[src/rtl/vae_sequencer.sv]
`timescale 1ns/1ps
// vae_sequencer: loads one frame (pixels + epsilon), streams it to the encoder,
// waits for the decoder, then drains the result BRAM through a 3-entry FIFO.
// Define VAE_SEQ_TIMEOUT_EN to add a WAIT_DEC watchdog of TIMEOUT cycles.
module vae_sequencer #(
  parameter int PIXELS  = 784,
  parameter int EPS_N   = 2,
  parameter int RD_LAT  = 2,
  parameter int TIMEOUT = 200000
) (
  input  logic        clk,
  input  logic        reset,
  input  logic [19:0] in_data,
  input  logic        in_valid,
  output logic        in_ready,
  input  logic        in_last,
  output logic [9:0]  pix_addr,
  output logic        pix_we,
  output logic [19:0] pix_din,
  output logic [1:0]  eps_addr,
  output logic        eps_we,
  output logic [11:0] eps_din,
  output logic        enc_valid,
  input  logic        dec_done,
  output logic [9:0]  res_addr,
  input  logic [19:0] res_dout,
  output logic [19:0] out_data,
  output logic        out_valid,
  input  logic        out_ready,
  output logic        out_last,
  output logic        busy,
  output logic        err
);

  localparam int CW = 16;
  localparam logic [CW-1:0] PIX_N    = CW'(PIXELS);
  localparam logic [CW-1:0] PIX_END  = CW'(PIXELS - 1);
  localparam logic [CW-1:0] EPS_END  = CW'(EPS_N - 1);
  localparam logic [CW-1:0] LAT      = CW'(RD_LAT);
  localparam logic [CW-1:0] FEED_END = CW'(PIXELS + RD_LAT - 1);

  if (!(PIXELS >= 1 && PIXELS <= 1024 && EPS_N >= 1 && EPS_N <= 4 &&
        RD_LAT >= 1 && TIMEOUT >= 1)) begin : g_cfg_check
    $error("vae_sequencer: unsupported parameter set");
  end

  typedef enum logic [2:0] {
    IDLE, LOAD_PIX, LOAD_EPS, FEED_ENC, WAIT_DEC, SEND, ERR
  } state_t;

  state_t            state_q, state_d;
  logic [CW-1:0]     cnt_q, cnt_d;
  logic [CW-1:0]     iss_q, iss_d;
  logic [CW-1:0]     pop_q, pop_d;
  logic [RD_LAT-1:0] pipe_q, pipe_d;
  logic [19:0]       fifo_q [3];
  logic [1:0]        wr_q, rd_q, occ_q;
  logic [3:0]        pending;
  logic              issue, push, pop, tmo_hit;

  // Reads in flight count against FIFO space so back-pressure never drops data.
  always_comb begin
    pending = {2'b00, occ_q};
    for (int i = 0; i < RD_LAT; i++) pending = pending + {3'b000, pipe_q[i]};
  end

  assign issue     = (state_q == SEND) && (iss_q < PIX_N) && (pending < 4'd3);
  assign pipe_d    = (pipe_q << 1) | RD_LAT'(issue);
  assign push      = pipe_q[RD_LAT-1];
  assign out_valid = (occ_q != 2'd0);
  assign pop       = out_valid && out_ready;
  assign out_data  = out_valid ? fifo_q[rd_q] : '0;
  assign out_last  = out_valid && (pop_q == PIX_END);
  assign busy      = (state_q != IDLE);
  assign err       = (state_q == ERR);

`ifdef VAE_SEQ_TIMEOUT_EN
  localparam logic [31:0] TMO_END = 32'(TIMEOUT - 1);
  logic [31:0] tmo_q, tmo_d;

  assign tmo_d   = (state_q == WAIT_DEC) ? tmo_q + 32'd1 : '0;
  assign tmo_hit = (state_q == WAIT_DEC) && (tmo_q == TMO_END);

  always_ff @(posedge clk or negedge reset) begin
    if (!reset) tmo_q <= '0;
    else        tmo_q <= tmo_d;
  end
`else
  assign tmo_hit = 1'b0;
`endif

  always_comb begin
    state_d   = state_q;
    cnt_d     = cnt_q;
    iss_d     = iss_q + CW'(issue);
    pop_d     = pop_q + CW'(pop);
    in_ready  = 1'b0;
    pix_addr  = '0;
    pix_we    = 1'b0;
    pix_din   = '0;
    eps_addr  = '0;
    eps_we    = 1'b0;
    eps_din   = '0;
    enc_valid = 1'b0;
    res_addr  = '0;
    case (state_q)
      IDLE: begin
        cnt_d = '0;
        if (in_valid) state_d = LOAD_PIX;
      end
      LOAD_PIX: begin
        in_ready = 1'b1;
        pix_addr = cnt_q[9:0];
        pix_din  = in_data;
        if (in_valid) begin
          pix_we = 1'b1;
          if (in_last) begin
            state_d = ERR;
          end else if (cnt_q == PIX_END) begin
            state_d = LOAD_EPS;
            cnt_d   = '0;
          end else begin
            cnt_d = cnt_q + 1'b1;
          end
        end
      end
      LOAD_EPS: begin
        in_ready = 1'b1;
        eps_addr = cnt_q[1:0];
        eps_din  = in_data[11:0];
        if (in_valid) begin
          eps_we = 1'b1;
          if (cnt_q == EPS_END) begin
            state_d = in_last ? FEED_ENC : ERR;
            cnt_d   = '0;
          end else if (in_last) begin
            state_d = ERR;
          end else begin
            cnt_d = cnt_q + 1'b1;
          end
        end
      end
      FEED_ENC: begin
        // Counter runs RD_LAT cycles past the last address so enc_valid trails it.
        if (cnt_q < PIX_N) pix_addr = cnt_q[9:0];
        enc_valid = (cnt_q >= LAT);
        if (cnt_q == FEED_END) begin
          state_d = WAIT_DEC;
          cnt_d   = '0;
        end else begin
          cnt_d = cnt_q + 1'b1;
        end
      end
      WAIT_DEC: begin
        if (dec_done)     state_d = SEND;
        else if (tmo_hit) state_d = ERR;
      end
      SEND: begin
        if (iss_q < PIX_N) res_addr = iss_q[9:0];
        if (pop && (pop_q == PIX_END)) begin
          state_d = IDLE;
          iss_d   = '0;
          pop_d   = '0;
        end
      end
      ERR:     state_d = ERR;
      default: state_d = IDLE;
    endcase
  end

  always_ff @(posedge clk or negedge reset) begin
    if (!reset) begin
      state_q <= IDLE;
      cnt_q   <= '0;
      iss_q   <= '0;
      pop_q   <= '0;
      pipe_q  <= '0;
      wr_q    <= '0;
      rd_q    <= '0;
      occ_q   <= '0;
      for (int i = 0; i < 3; i++) fifo_q[i] <= '0;
    end else begin
      state_q <= state_d;
      cnt_q   <= cnt_d;
      iss_q   <= iss_d;
      pop_q   <= pop_d;
      pipe_q  <= pipe_d;
      if (push) begin
        fifo_q[wr_q] <= res_dout;
        wr_q         <= (wr_q == 2'd2) ? 2'd0 : wr_q + 2'd1;
      end
      if (pop) rd_q <= (rd_q == 2'd2) ? 2'd0 : rd_q + 2'd1;
      occ_q <= occ_q + 2'(push) - 2'(pop);
    end
  end

endmodule

[config.mk]
export PLATFORM = sky130hd
export DESIGN_NAME = vae_sequencer
export DESIGN_NICKNAME = d
export VERILOG_FILES = /design/src/rtl/vae_sequencer.sv
export SDC_FILE = /design/constraint.sdc
export NUM_CORES = 1
export LEC_CHECK = 0
export CELL_PAD_IN_SITES_DETAIL_PLACEMENT = 1
export CELL_PAD_IN_SITES_GLOBAL_PLACEMENT = 2
export CORE_ASPECT_RATIO = 0.7
export CORE_UTILIZATION = 35
export CTS_CLUSTER_DIAMETER = 80
export DETAILED_ROUTE_END_ITERATION = 10
export PLACE_DENSITY = 0.82
export REMOVE_ABC_BUFFERS = 1
export SLEW_MARGIN = 0
export SYNTH_ARGS = -nofsm -noshare
export SYNTH_HDL_FRONTEND = slang
export SYNTH_SLANG_ARGS = --single-unit
[constraint.sdc]
create_clock -name clk -period 8.55 [get_ports clk]
set_clock_uncertainty 0.15 [all_clocks]
set_input_delay 1.71 -clock clk [delete_from_list [all_inputs] [get_ports clk]]
set_output_delay 1.71 -clock clk [all_outputs]
set_load 0.02 [all_outputs]
# Word level (Yosys, flattened, before mapping)
# Index checks and enable logic that the tools add are counted.
dict set report classes {
  addsub 9
  n_mul 0
  div_mod_pow 0
  magnitude_cmp 7
  n_eq_ne 22
  shift 0
  muxes 45
  bitwise_logic 3
  n_reduce_logical 13
}
# operator count
set op_table {}
lappend op_table {{2-to-1 mux 16 bit} 11}
lappend op_table {{2-to-1 mux 20 bit} 5}
lappend op_table {{case mux 16 bit (4 select lines)} 1}
lappend op_table {{bitwise mux 60 bit} 1}
lappend op_table {{== test 16 x 10 -> 1 bit, second input constant} 3}
lappend op_table {{binary-select mux 20 bit (select 2 bit)} 1}
lappend op_table {{demux 20 bit (select 2 bit)} 1}
lappend op_table {{2-to-1 mux 3 bit} 11}
lappend op_table {{adder 16 x 1 -> 16 bit} 2}
lappend op_table {{less-than comparator 16 x 10 -> 1 bit, second input constant} 2}
lappend op_table {{2-to-1 mux 10 bit} 3}
lappend op_table {{case mux 3 bit (7 select lines)} 1}
lappend op_table {{case mux 10 bit (2 select lines)} 1}
lappend op_table {{adder 16 x 1 -> 16 bit, second input constant} 1}
lappend op_table {{== test 16 x 1 -> 1 bit, second input constant} 1}
lappend op_table {{>= comparator 16 x 2 -> 1 bit, second input constant} 1}
lappend op_table {{2-to-1 mux 12 bit} 1}
lappend op_table {{!= test 2 bit, second input constant} 6}
lappend op_table {{== test 3 bit, second input constant} 3}
lappend op_table {{!= test 3 bit, second input constant} 3}
lappend op_table {{AND reduction 8 bit} 1}
lappend op_table {{== test 3 x 2 -> 1 bit, second input constant} 2}
lappend op_table {{>= comparator 3 bit, second input constant} 2}
lappend op_table {{logical AND 1 bit} 6}
lappend op_table {{20 further kinds} 29}
dict set report word_totals {
  register_bits 119
  latch_bits 0
  ram_bits 0
  rom_bits 0
  out_inout_bits 82
  wordCells 110
  memories 0
}

# Depth between registers and ports, before layout
dict set report logic_depth {
  ltp_word 7
  depth_mapped 12
  mapped_depth_nobuf 12
}

# Least setup slack after synthesis
# No wires, ideal clock.
dict set report synth_timing {
  kind {input -> output}
  start {input port in_data[0]}
  end {output port eps_din[0]}
  arrival_time_ns 1.956
  setup_slack_ns 4.734
  path_stages 1
  path_buffers 0
  path_cell_list {and3_1}
}
dict set report synth_between {
  elab_chain_cells 1
}
# item line
set synth_rtl {}
lappend synth_rtl {{start: declaration} 13} ;# input logic [19:0] in_data,
lappend synth_rtl {{2-to-1 mux 12 bit} 106} ;# case (state_q)
lappend synth_rtl {{end: declaration} 22} ;# output logic [11:0] eps_din,
# Every way passes these cells.

# Worst setup path after layout
dict set report layout_timing {
  start {input port in_valid}
  end {output port eps_we}
}
dict set report layout_between {
  elab_chain_cells 2
}
# item line
set layout_rtl {}
lappend layout_rtl {{start: declaration} 14} ;# input logic in_valid,
lappend layout_rtl {{2-to-1 mux 1 bit} 131} ;# if (in_valid) begin
lappend layout_rtl {{2-to-1 mux 1 bit} 106}
lappend layout_rtl {{end: declaration} 21} ;# output logic eps_we,
# Every way passes these cells.

==> flow_summary_export.csv <==
group,metric,value,unit
hold_path,hold_class,"reg -> reg",
placement,dp.final_hpwl,11800,um
cells_and_area,fin_util,47.8,%
global_route,antenna_found_initial,0,
cells_and_area,area_growth,32.0,%
outcome,status,"completed",
global_route,top_usage_layer,"met2",
clock_tree,cts_resized,0,
worst_setup_path,cp-end-kind,"primary output",
synth,synthFlopType,"dfrtp_1",
global_route,grt_max_degree,80,
pwr,power.total,2.18,mW
route,drt_iter0_drc,159,
clock_tree,ctsHoldBuffers,0,
sta,fin_setup_tns,0,ps
global_route,grt_pass1_vias,5328,
worst_setup_path,crit_family,"buffers and inverters",
synth,ys_seq_elements,119,
cells_and_area,fillCellCount,1914,
worst_setup_path,cpMostUsedCell,"clkdlybuf4s50_1",
worst_setup_path,slowest_delay,610,ps
die,die_area,0.0186,mm2
cells_and_area,final_cell_mix,"clkdlybuf4s50_1 (126), dfrtp_1 (119), nor2_1 (91)",
global_route,gr-total-overflow,0,
synth,ys_async_sr_fraction,100,%
worst_setup_path,cp_max_fo,6,
synth,synth.distinct_cells,56,
cells_and_area,final_cell_count_no_fill,975,
cells_and_area,insertedDiodeCount,0,
worst_setup_path,path_buf_inv,2,
route,routed_wl,16900,um
synth,yosysTopAreaCell,"dfrtp_1",
clock_tree,clock_path_buffers,2,
pwr,powerDensity,261,mW/mm2
die,die_w,162,um
synth,synth-edff-count,0,
die,io_pins,128,
sta,fin_crit,4980,ps
cells_and_area,multi_input_area,0.00312,mm2
worst_setup_path,cpMaxStageDelayCell,"clkdlybuf4s50_1",
pwr,irDropWorstVdd,0.124,mV
route,detail-route-antenna-nets,0,
global_route,met3_usage,3.37,%
pwr,p_leak,3.63,nW
synth,seq_area_frac_synth,47.2,%
global_route,grt_pass1_wl,28000,um
route,wl_per_cell,17.3,um
die,start_util,36.2,%
clock_tree,clk_latency,410,ps
worst_setup_path,required,6690,ps
sta,fin_crit_sh,58.3,%
cells_and_area,regArea,0.00298,mm2
synth,synth_top_area_share,47.2,%
cells_and_area,drive_gt1_share,17.1,%
sta,worst_pin_slew,1130,ps
route,drc_errors,0,
clock_tree,cts_tree,"yes",
synth,syn_area,0.00631,mm2
worst_setup_path,worstPathArrival,3120,ps
cells_and_area,final_nets,787,
sta,slew_violations,0,
die,fp-row-count,40,
global_route,grt.total_usage,19.3,%
flow_run,cap_violations,0,
route,via_per_inst,5.08,
global_route,use_met2,30.2,%
route,num_vias,4957,
sta,finalHoldViolCount,0,
sta,max_freq,201,MHz
synth,yosys_warnings,0,
sta,max_slew_margin,24.4,%
clock_tree,cts.sinks,119,
sta,finalSetupViolCount,0,
clock_tree,cts-buffers-inserted,17,
die,core,0.0174,mm2
sta,rsz0062_at_grt,"no",
placement,place_congestion,0.779,
synth,syn_inst,611,
route,drtPass1Iterations,4,
synth,synth_area_per_cell,10.3,um2
worst_setup_path,critPathKind,"in -> out",
worst_setup_path,path_cells,"clkdlybuf4s50_1 -> and3_1 -> clkdlybuf4s50_1",
placement,portBuffers,127,
cells_and_area,layout_commonest_cell,"clkdlybuf4s50_1",
clock_tree,clk_pin_slew,60,ps
clock_tree,cts_max_level,4,
worst_setup_path,cp-start-kind,"input pin",
synth,synth.area.top_cells,"dfrtp_1 (47%), mux2_2 (11%), nor2_1 (5.5%)",
global_route,use_met1,27.4,%
clock_tree,post_cts.repair.setup_buffers,0,
placement,place_inst,943,
die,dieHeight,114,um
clock_tree,root_buffer,"clkbuf_16",
power by group:
group,total (mW),switching (mW),internal [mW]
combinational,0.812,0.454,0.358
sequential,0.695,0.0861,0.609
clock,0.671,0.288,0.383
total,2.18,0.828,1.35
cell type report:
| type | instances | share of cell area [%] |
|---|---|---|
| clock inverters | 15 | 1.62 |
| inverters | 17 | 0.766 |
| repair buffers | 133 | 15.8 |
| well taps | 231 | 3.47 |
| clock buffers | 17 | 5.11 |
| flip-flops and latches | 119 | 35.8 |
| multi-input cells | 443 | 37.5 |
sequential cells by signal, summed over array words and instances (netlist names):
| register | count |
|---|---|
| cnt_q | 16 |
| wr_q | 2 |
| state_q | 3 |
| pipe_q | 2 |
| rd_q | 2 |
| occ_q | 2 |
| pop_q | 16 |
| fifo_q | 60 |
| iss_q | 16 |
logic make-up after synthesis:
logic type	after synthesis	synth area share, %
adders and majority gates	10	2.10
xor gates and xnor gates	28	3.89
buffers and inverters	49	3.41
and+or+nand+nor	249	20.7
muxes	84	14.6
AOI/OAI and AO/OA	72	8.05
DFF	119	47.2
cell usage after synthesis (2+ instances only):
| library cell | number |
|---|---|
| nand2_1 | 24 |
| a31oi_1 | 2 |
| dfrtp_1 | 119 |
| mux2_2 | 64 |
| nand3_1 | 18 |
| o21ai_0 | 7 |
| a22o_2 | 2 |
| a22o_1 | 11 |
| nand2b_1 | 2 |
| and4_2 | 2 |
| nor4b_1 | 3 |
| a21o_2 | 5 |
| xor2_1 | 18 |
| nor3_1 | 5 |
| xnor2_1 | 10 |
| inv_1 | 17 |
| a21oi_1 | 27 |
| a21o_1 | 7 |
| or3_1 | 7 |
| mux2i_1 | 20 |
| buf_6 | 2 |
| o2bb2ai_1 | 2 |
| clkbuf_1 | 24 |
| nand4_1 | 9 |
| nor4_1 | 4 |
| nor2b_1 | 6 |
| and2_1 | 42 |
| o31ai_1 | 2 |
| buf_1 | 3 |
| nor2_1 | 92 |
| or2_2 | 3 |
| and4_1 | 2 |
| ha_1 | 9 |
| and3_1 | 19 |
worst reg2reg max path: stages (launching register included):
cell and delay (ps):
dfrtp_1 720, or3_1 590, a2111oi_0 540, ha_1 360
nand2_1 80, nor2_1 210, and4_1 330, or3b_2 470
xor2_1 140, nor2_1 50
path summary, 6_finish.rpt:
check                           start    endpoint  slack, ps  depth (start not counted)
setup / recovery             in_valid      eps_we       3570                          3
hold reg to reg             pipe_q[0]   pipe_q[1]        270                          0
setup reg to reg           state_q[1]   iss_q[15]       4790                          9
min in group asynchronous       reset  fifo_q[34]       1120                          1
max in group asynchronous       reset  fifo_q[38]       5700                          2
hold / removal              pipe_q[0]   pipe_q[1]        270                          0
metal layers:
metal	part of all wire, %	vias up
li1	-	2361
met1	49	2491
met2	46	101
met3	4.3	4
met4	0.50	0
met5	0	-
metrics by stage:
stage | instance area (um2) | worst slack (ps) | hold WS, ps
2_1_floorplan | 6160 | 4700 | 236
6_report | 8330 | 3570 | 270
3_5_place_dp | 7770 | 3560 | 261
4_1_cts | 8330 | 3550 | 276
3_3_place_gp | 7770 | 3590 | 242
5_1_grt | 8330 | 3440 | 300
(Power assumes the default switching activity.)
